`src/rtl/sobel_window_if.sv`:
```
// Pixel-strobe bus into the Sobel window stage: three column-aligned row taps
// plus direction select in, saturated gradient magnitude and frame markers out.
interface sobel_window_if #(
  parameter int PIX_W = 12
);
  logic             en;
  logic [PIX_W-1:0] row0_in;
  logic [PIX_W-1:0] row1_in;
  logic [PIX_W-1:0] row2_in;
  logic             dir;
  logic [PIX_W-1:0] pixel_out;
  logic             out_valid;
  logic             frame_done;

  modport master (
    output en, row0_in, row1_in, row2_in, dir,
    input  pixel_out, out_valid, frame_done
  );

  modport slave (
    input  en, row0_in, row1_in, row2_in, dir,
    output pixel_out, out_valid, frame_done
  );
endinterface

```
`src/rtl/sobel_window.sv`:
```
// 3x3 sliding window with Sobel Gx/Gy kernel: stage 1 shifts the window and
// registers the signed gradient, stage 2 takes |G|, saturates and masks borders.
module sobel_window #(
  parameter int WIDTH  = 640,
  parameter int HEIGHT = 480,
  parameter int PIX_W  = 12
) (
  input  logic           clk,
  input  logic           rst,
  sobel_window_if.slave  px
);

  localparam int COL_W = (WIDTH  > 1) ? $clog2(WIDTH)  : 1;
  localparam int ROW_W = (HEIGHT > 1) ? $clog2(HEIGHT) : 1;
  localparam int G_W   = PIX_W + 4;

  localparam logic [COL_W-1:0] COL_LAST = COL_W'(WIDTH - 1);
  localparam logic [ROW_W-1:0] ROW_LAST = ROW_W'(HEIGHT - 1);
  localparam logic [G_W-1:0]   SAT_MAX  = G_W'((1 << PIX_W) - 1);

  typedef logic [PIX_W-1:0]      pix_t;
  typedef logic signed [G_W-1:0] g_t;

  pix_t             win_q [3][3];
  pix_t             win_d [3][3];
  logic [COL_W-1:0] col_cnt_q, col_cnt_d;
  logic [ROW_W-1:0] row_cnt_q, row_cnt_d;
  logic             valid_s1_q, valid_s1_d;
  logic             border_s1_q, border_s1_d;
  logic             last_s1_q, last_s1_d;
  g_t               g_s1_q, g_s1_d;
  pix_t             pixel_out_q, pixel_out_d;
  logic             out_valid_q, out_valid_d;
  logic             frame_done_q, frame_done_d;

  logic [G_W-1:0]   mag;
  pix_t             sat_mag;

  function automatic g_t ext(input pix_t p);
    return $signed({4'b0000, p});
  endfunction

  function automatic g_t grad_x(input pix_t w [3][3]);
    return (ext(w[0][2]) + (ext(w[1][2]) <<< 1) + ext(w[2][2]))
         - (ext(w[0][0]) + (ext(w[1][0]) <<< 1) + ext(w[2][0]));
  endfunction

  function automatic g_t grad_y(input pix_t w [3][3]);
    return (ext(w[2][0]) + (ext(w[2][1]) <<< 1) + ext(w[2][2]))
         - (ext(w[0][0]) + (ext(w[0][1]) <<< 1) + ext(w[0][2]));
  endfunction

  // Gradient is taken from the post-shift window so stage 2 never depends on
  // a window that may shift again on the same edge it registers.
  always_comb begin
    win_d       = win_q;
    col_cnt_d   = col_cnt_q;
    row_cnt_d   = row_cnt_q;
    valid_s1_d  = 1'b0;
    border_s1_d = border_s1_q;
    last_s1_d   = last_s1_q;
    g_s1_d      = g_s1_q;
    if (px.en) begin
      for (int r = 0; r < 3; r++) begin
        win_d[r][0] = win_q[r][1];
        win_d[r][1] = win_q[r][2];
      end
      win_d[0][2] = px.row2_in;
      win_d[1][2] = px.row1_in;
      win_d[2][2] = px.row0_in;

      valid_s1_d  = 1'b1;
      border_s1_d = (col_cnt_q < COL_W'(2)) || (row_cnt_q < ROW_W'(2));
      last_s1_d   = (col_cnt_q == COL_LAST) && (row_cnt_q == ROW_LAST);
      g_s1_d      = px.dir ? grad_y(win_d) : grad_x(win_d);

      if (col_cnt_q == COL_LAST) begin
        col_cnt_d = '0;
        row_cnt_d = (row_cnt_q == ROW_LAST) ? '0 : row_cnt_q + 1'b1;
      end else begin
        col_cnt_d = col_cnt_q + 1'b1;
      end
    end
  end

  always_comb begin
    mag          = g_s1_q[G_W-1] ? G_W'(-g_s1_q) : G_W'(g_s1_q);
    sat_mag      = (mag > SAT_MAX) ? SAT_MAX[PIX_W-1:0] : mag[PIX_W-1:0];
    pixel_out_d  = pixel_out_q;
    out_valid_d  = valid_s1_q;
    frame_done_d = valid_s1_q & last_s1_q;
    if (valid_s1_q) begin
      pixel_out_d = border_s1_q ? '0 : sat_mag;
    end
  end

  always_ff @(posedge clk) begin
    if (rst) begin
      win_q        <= '{default: '0};
      col_cnt_q    <= '0;
      row_cnt_q    <= '0;
      valid_s1_q   <= 1'b0;
      border_s1_q  <= 1'b0;
      last_s1_q    <= 1'b0;
      g_s1_q       <= '0;
      pixel_out_q  <= '0;
      out_valid_q  <= 1'b0;
      frame_done_q <= 1'b0;
    end else begin
      win_q        <= win_d;
      col_cnt_q    <= col_cnt_d;
      row_cnt_q    <= row_cnt_d;
      valid_s1_q   <= valid_s1_d;
      border_s1_q  <= border_s1_d;
      last_s1_q    <= last_s1_d;
      g_s1_q       <= g_s1_d;
      pixel_out_q  <= pixel_out_d;
      out_valid_q  <= out_valid_d;
      frame_done_q <= frame_done_d;
    end
  end

  assign px.pixel_out  = pixel_out_q;
  assign px.out_valid  = out_valid_q;
  assign px.frame_done = frame_done_q;

endmodule
```
`src/flat_wrapper.sv`:
```
// flat-port wrapper written by rule: the top's interface ports become plain ports
module sobel_window_flat 
#(
  parameter int WIDTH  = 640,
  parameter int HEIGHT = 480,
  parameter int PIX_W  = 12
)
  (clk, rst, px_en, px_row0_in, px_row1_in, px_row2_in, px_dir, px_pixel_out, px_out_valid, px_frame_done);
  sobel_window_if #(.PIX_W(PIX_W)) px_i ();
  input  logic clk;
  input  logic rst;
  input wire logic [$bits(px_i.en)-1:0] px_en;
  input wire logic [$bits(px_i.row0_in)-1:0] px_row0_in;
  input wire logic [$bits(px_i.row1_in)-1:0] px_row1_in;
  input wire logic [$bits(px_i.row2_in)-1:0] px_row2_in;
  input wire logic [$bits(px_i.dir)-1:0] px_dir;
  output wire logic [$bits(px_i.pixel_out)-1:0] px_pixel_out;
  output wire logic [$bits(px_i.out_valid)-1:0] px_out_valid;
  output wire logic [$bits(px_i.frame_done)-1:0] px_frame_done;
  assign px_i.en = px_en;
  assign px_i.row0_in = px_row0_in;
  assign px_i.row1_in = px_row1_in;
  assign px_i.row2_in = px_row2_in;
  assign px_i.dir = px_dir;
  assign px_pixel_out = px_i.pixel_out;
  assign px_out_valid = px_i.out_valid;
  assign px_frame_done = px_i.frame_done;
  sobel_window #(.WIDTH(WIDTH), .HEIGHT(HEIGHT), .PIX_W(PIX_W)) u_core (.clk(clk), .rst(rst), .px(px_i));
endmodule
```
`config.mk`:
```
export PLATFORM = sky130hd
export DESIGN_NAME = sobel_window_flat
export DESIGN_NICKNAME = d
export VERILOG_FILES = /design/src/rtl/sobel_window_if.sv /design/src/rtl/sobel_window.sv /design/src/flat_wrapper.sv
export SDC_FILE = /design/constraint.sdc
export NUM_CORES = 1
export LEC_CHECK = 0
export ABC_AREA = 1
export CELL_PAD_IN_SITES_DETAIL_PLACEMENT = 0
export CELL_PAD_IN_SITES_GLOBAL_PLACEMENT = 1
export CORE_ASPECT_RATIO = 0.6
export CORE_MARGIN = 10
export CORE_UTILIZATION = 49
export CTS_CLUSTER_SIZE = 30
export DETAILED_ROUTE_END_ITERATION = 6
export MAX_ROUTING_LAYER = met4
export PLACE_DENSITY_LB_ADDON = 0.08
export SYNTH_ARGS = -nofsm -noshare
export SYNTH_HDL_FRONTEND = slang
export SYNTH_SLANG_ARGS = --single-unit
```
`constraint.sdc`:
```
create_clock -name clk -period 16.1 [get_ports clk]
set_input_delay 4.83 -clock clk [delete_from_list [all_inputs] [get_ports clk]]
set_output_delay 4.83 -clock clk [all_outputs]
set_load 0.02 [all_outputs]
```
Word level (Yosys, flattened, before mapping)
Cells that the tools add are included.
{"block": "classes", "bitwise": 1, "muxes": 7, "n_lt_le_gt_ge": 3, "n_shift": 0, "eq_ne": 2, "n_div": 0, "add_sub_neg": 13, "reduce_logical": 3, "mul": 0}
{"cell": "$add A16 B13 Y16", "count": 4}
{"cell": "$add A12 B13 Y14", "count": 4}
{"cell": "$mux W16", "count": 2}
{"cell": "$sub A16 B16 Y16", "count": 2}
{"cell": "$mux W12", "count": 2}
{"cell": "$gt A16 B12 Y1 const B", "count": 1}
{"cell": "$neg A16 Y16", "count": 1}
{"cell": "$add A10 B1 Y10 const B", "count": 1}
{"cell": "$eq A10 B10 Y1 const B", "count": 1}
{"cell": "$lt A10 B2 Y1 const B", "count": 1}
{"cell": "$mux W10", "count": 1}
{"cell": "$add A9 B1 Y9 const B", "count": 1}
{"cell": "$eq A9 B9 Y1 const B", "count": 1}
{"cell": "$lt A9 B2 Y1 const B", "count": 1}
{"cell": "$mux W9", "count": 1}
{"cell": "$reduce_and A2 Y1", "count": 1}
{"cell": "$and A1 B1 Y1", "count": 1}
{"cell": "$logic_and A1 B1 Y1", "count": 1}
{"cell": "$logic_or A1 B1 Y1", "count": 1}
{"cell": "$mux W1", "count": 1}
{"block": "totals", "latchBits": 0, "out_inout_bits": 14, "in_bits": 40, "elab_cells": 44, "ramBits": 0, "register_bits": 124, "memories": 0, "mem_bits_ro": 0}

Longest topological paths before layout
{"block": "logic_depth", "word_depth": 5, "depth_mapped": 25, "depth_no_buf": 25}

Worst setup path before layout
No wires, ideal clock.
{"block": "synth_path", "kind": "input to register", "startpoint": "in px_row2_in[1]", "endpoint": "reg u_core.g_s1_q[14]", "setup_slack_ps": 7728, "path_buffers": 0, "arrival_ps": 8229, "cell_stages": 22, "setup_ps": 143, "required_ps": 15957, "path_cell_list": "ha_1 inv_1 fa_1 nor3_1 nor2_1 o21ai_0 nand3_1 nand2_1 xor2_1 fa_1 inv_1 fa_1 inv_1 ha_1 nand2_1 nor3_1 and2_1 nand2_1 nand3_1 nand3_1 nand3_1 a21oi_1"}
{"block": "synth_between", "elab_chain_cells": 4, "word_cells_on_any_way": 6, "classes_between": "add/sub: 5; mux: 1"}
{"element": "from (decl)", "line_no": "flat_wrapper.sv:15", "text": "input wire logic [$bits(px_i.row2_in)-1:0] px_row2_in;"}
{"element": "$add A12 B13 Y14", "line_no": "sobel_window.sv:44", "text": "return (ext(w[0][2]) + (ext(w[1][2]) <<< 1) + ext(w[2][2]))"}
{"element": "$add A16 B13 Y16", "line_no": "sobel_window.sv:44"}
{"element": "$sub A16 B16 Y16", "line_no": "sobel_window.sv:45", "text": "- (ext(w[0][0]) + (ext(w[1][0]) <<< 1) + ext(w[2][0]));"}
{"element": "$mux W16 (*)", "line_no": "sobel_window.sv:75", "text": "g_s1_d = px.dir ? grad_y(win_d) : grad_x(win_d);"}
{"element": "to (signal assigned)", "line_no": "sobel_window.sv:116", "text": "g_s1_q <= g_s1_d;"}
{"element": "to (decl)", "line_no": "sobel_window.sv:31", "text": "g_t g_s1_q, g_s1_d;"}
Every way passes the cells marked *; elsewhere a longest branch is shown, timed or not.
A chain may end at the register's enable or synchronous reset.

Worst setup path after layout
{"block": "layout_path", "startpoint": "in px_row2_in[1]", "endpoint": "reg u_core.g_s1_q[12]"}
The elaborated chain is that of the path after synthesis.

==> impl_metrics.csv <==
group,metric,value,unit
outcome,status,"completed",
detailed_routing,postRouteAntennaNets,0,
sta,finalCriticalPeriod,9345,ps
global_routing,grt_max_degree,86,
placement,dp_slack,6448,ps
synthesis,postSynthAreaPerCell,7.079,um2
placement,dp_cells,1733,
die,start_util,0.5043,
die,fp-row-count,40,
global_routing,grtUsageMet1,0.3690,
synthesis,ys_ff_latch,124,
finish,drive_gt1_frac,0.05027,
sta,whs,436.3,ps
finish,multi_input_area,6619,um2
power,irDropWorstVdd,0.09666,mV
finish,ff_latch_area,2482,um2
min_path,hold_class,"reg -> reg",
synthesis,netlist_area,10220,um2
sta,setup_viol,0,
power,total_leakage_power,5.458,nW
die,die_x,206.5,um
sta,final_max_slew_viol_count,0,
synthesis,ys_warn_count,0,
detailed_routing,vias_per_cell,5.384,
sta,hold_viol,0,
global_routing,grt_pass1_vias,8807,
global_routing,grtUsageMet2,0.2610,
clock_network,htree_num_levels,4,
finish,fin_nets,1656,
synthesis,ys_seq_area_frac,0.2428,
die,core_area,20270,um2
detailed_routing,routed_wl,29980,um
finish,area_growth,12.84,%
sta,rsz0062_at_grt,"false",
sta,fin_crit_sh,0.5805,
global_routing,overflow,0,
detailed_routing,avgRoutedWirePerCell,16.98,um
global_routing,grt_use_met3,0.06873,
detailed_routing,vias,9503,
sta,relSlewSlack,0.4441,
clock_network,cts_root_buf,"clkbuf_16",
sta,worst_pin_slew,833.9,ps
sta,fin_tns_setup,0,ps
sta,skew,15.41,ps
clock_network,clk-insertion-delay-late,440,ps
sta,max_freq,107.0,MHz
global_routing,antenna_found_initial,0,
global_routing,track_usage,0.2291,
worst_setup_path,path_cells,"clkdlybuf4s50_1 > ha_1 > inv_1 > fa_1 > nor3_1 > nor2_1 > o21ai_0 > nand3_1 > nand2_1 > xor2_1 > fa_1 > inv_1 > fa_1 > inv_1 > ha_1 > nand2_1 > nor2_1 > nand4_1 > nand3_1 > nand2_1 > nand3_1 > nand3_1 > nand2_1 > inv_1",
clock_network,numClockSinks,124,
clock_network,cts_tree,"built",
detailed_routing,drc,0,
die,die_h,131.9,um
clock_network,clkTransAtPathRegs,60,ps
detailed_routing,drt_iter0_drc,985,
global_routing,top_usage_layer,"met1",
worst_setup_path,cp_slowest_stage_delay,520,ps
clock_network,post_cts_buffers,0,
synthesis,yosys.cell_types.count,44,
worst_setup_path,cp.arrival,9680,ps
clock_network,hold_buffers,0,
worst_setup_path,worst_path_max_delay_cell,"clkdlybuf4s50_1",
clock_network,cts-buffers-inserted,17,
power,power_density,144.2,nW/um2
synthesis,syn_inst,1444,
placement,dp_hpwl,23530,um
finish,instances_no_fill,1765,
global_routing,grt_pass1_wl,48250,um
die,boundaryPins,54,
placement,port_buffers,53,
worst_setup_path,critPathLaunchType,"input pin",
clock_network,clockBufferDepth,2,
die,die-area,27230,um2
sta,setup_ws,6755,ps
worst_setup_path,crit_path_max_fanout,5,
finish,num-fill-cells,1965,
clock_network,cts_resized,0,
worst_setup_path,criticalPathCategory,"in -> reg",
placement,gp_congestion,0.9205,
synthesis,syn_nets,1621,
worst_setup_path,worstPathRequired,16440,ps
finish,antenna_cells,0,
detailed_routing,drtPass1Iterations,7,
run,cap_violations,0,
worst_setup_path,critPathCaptureType,"register",
[placed cells by master (no fill, tap or decap), drive strengths merged, types with 3 or more instances in the layout]
master         netlist  final
xor2                36     36
nand4               34     34
bufinv               0      3
o31ai                4      4
o21ai              132    132
inv                245    248
a21o                 5      5
o21bai               5      5
fa                  52     52
nand3b               4      4
a21oi              145    145
nor2               149    149
o211ai               5      5
ha                  85     85
buf                 12      6
clkinv               0      5
clkbuf              30     19
nor4                11     11
o21a                 3      3
nand2              238    238
nor3                23     23
nand3               67     67
nor3b                4      4
a221oi               4      4
xnor2               19     19
dfxtp              124    124
clkdlybuf4s50        0     52
[final timing paths]
check	slack [ps]	endpoint	startpoint	cells after the start
max	6750	u_core.g_s1_q[12]$_SDFFE_PP0P_	px_row2_in[1]	24
min	440	u_core.px.frame_done$_SDFF_PP0_	u_core.out_valid_d$_SDFF_PP0_	2
max reg2reg	10900	u_core.g_s1_q[12]$_SDFFE_PP0P_	u_core.win_q[85]$_SDFFE_PP0P_	23
min reg2reg	440	u_core.px.frame_done$_SDFF_PP0_	u_core.out_valid_d$_SDFF_PP0_	2
[where the power goes]
group	internal, mW	switching, mW
logic	0.311	0.584
registers	0.334	0.0274
clock network	0.248	0.159
total	0.893	0.771
[per-stage QoR]
step / util / instance area, um2 / total power, mW
final: 0.5691 / 11530 / 1.664
after global routing: 0.5691 / 11530 / 1.804
after CTS: 0.5691 / 11530 / 1.654
after detailed placement: 0.5391 / 10930 / 1.239
after global placement: 0.5391 / 10930 / 1.236
after floorplan: - / 10220 / 1.014
[flip-flops by register name, indices dropped and copies added (netlist names)]
register	count
u_core.px.frame_done	1
u_core.out_valid_d	1
u_core.row_cnt_q	9
u_core.last_s1_q	1
u_core.g_s1_q	16
u_core.border_s1_q	1
u_core.win_q	72
u_core.col_cnt_q	10
u_core.px.pixel_out	12
u_core.px.out_valid	1
[cells in the mapped netlist]
library cell | number | area share
o2111ai_1 | 2 | 0.0017
nor3_1 | 21 | 0.010
nor2_2 | 7 | 0.0043
o22ai_1 | 1 | 0.00061
nand2_1 | 230 | 0.084
nand4_1 | 34 | 0.021
inv_2 | 3 | 0.0011
o21ai_0 | 127 | 0.062
buf_1 | 1 | 0.00037
xor2_1 | 36 | 0.031
o211ai_1 | 5 | 0.0037
nand3_1 | 65 | 0.032
nand2_2 | 6 | 0.0037
o21bai_1 | 5 | 0.0037
nor4_1 | 11 | 0.0067
dfxtp_1 | 124 | 0.24
o221ai_1 | 1 | 0.00086
nor2_4 | 1 | 0.0011
nand2_4 | 2 | 0.0022
a21o_1 | 5 | 0.0037
o31ai_1 | 4 | 0.0029
nor3_4 | 1 | 0.0016
nand3b_1 | 4 | 0.0029
nand3_2 | 2 | 0.0020
inv_1 | 242 | 0.089
and2_1 | 2 | 0.0012
fa_1 | 52 | 0.10
nor3b_4 | 1 | 0.0018
nor3_2 | 1 | 0.00098
xnor2_1 | 19 | 0.016
a221oi_1 | 4 | 0.0034
buf_6 | 4 | 0.0044
a21oi_2 | 11 | 0.0094
a21oi_1 | 134 | 0.066
buf_4 | 2 | 0.0015
o21ai_1 | 3 | 0.0015
buf_2 | 5 | 0.0024
nor2_1 | 141 | 0.052
o21a_1 | 3 | 0.0022
ha_1 | 85 | 0.10
nor3b_1 | 3 | 0.0022
a21boi_0 | 2 | 0.0015
clkbuf_1 | 30 | 0.011
o21ai_2 | 2 | 0.0017
[critical path, delay by kind of cell]
| kind | cells | cell delay (ps) |
|---|---|---|
| adder cells (fa/ha/maj) | 5 | 1950 |
| buffers and inverters | 5 | 730 |
| AND/OR/NAND/NOR | 12 | 1630 |
| AO/OA/AOI/OAI | 1 | 420 |
| XOR/XNOR | 1 | 80 |
[per-layer routing]
| metal | wire length (um) | part of all wire | up-vias |
|---|---|---|---|
| met1 | 16520 | 0.55 | 4400 |
| met3 | 2738 | 0.091 | 12 |
| met2 | 10550 | 0.35 | 309 |
| li1 | - | - | 4782 |
| met5 | 0 | 0 | - |
| met4 | 173 | 0.0058 | 0 |
[kinds of logic after synthesis]
logic type,after synthesis,synth area share
and+or+nand+nor,532,0.2299
AOI/OAI and AO/OA,309,0.1646
buffers and inverters,287,0.1097
adders and majority gates,137,0.2059
DFF,124,0.2428
xor gates and xnor gates,55,0.04712
[cell type report]
class                   count  area share
clock buffers              19     0.03840
well taps                 273     0.02961
repair buffers             58     0.04903
clock inverters            13     0.01421
inverters                 245     0.07973
flip-flops and latches    124      0.2152
multi-input cells        1033      0.5738
Note: power is estimated with default switching activity, not from simulation.
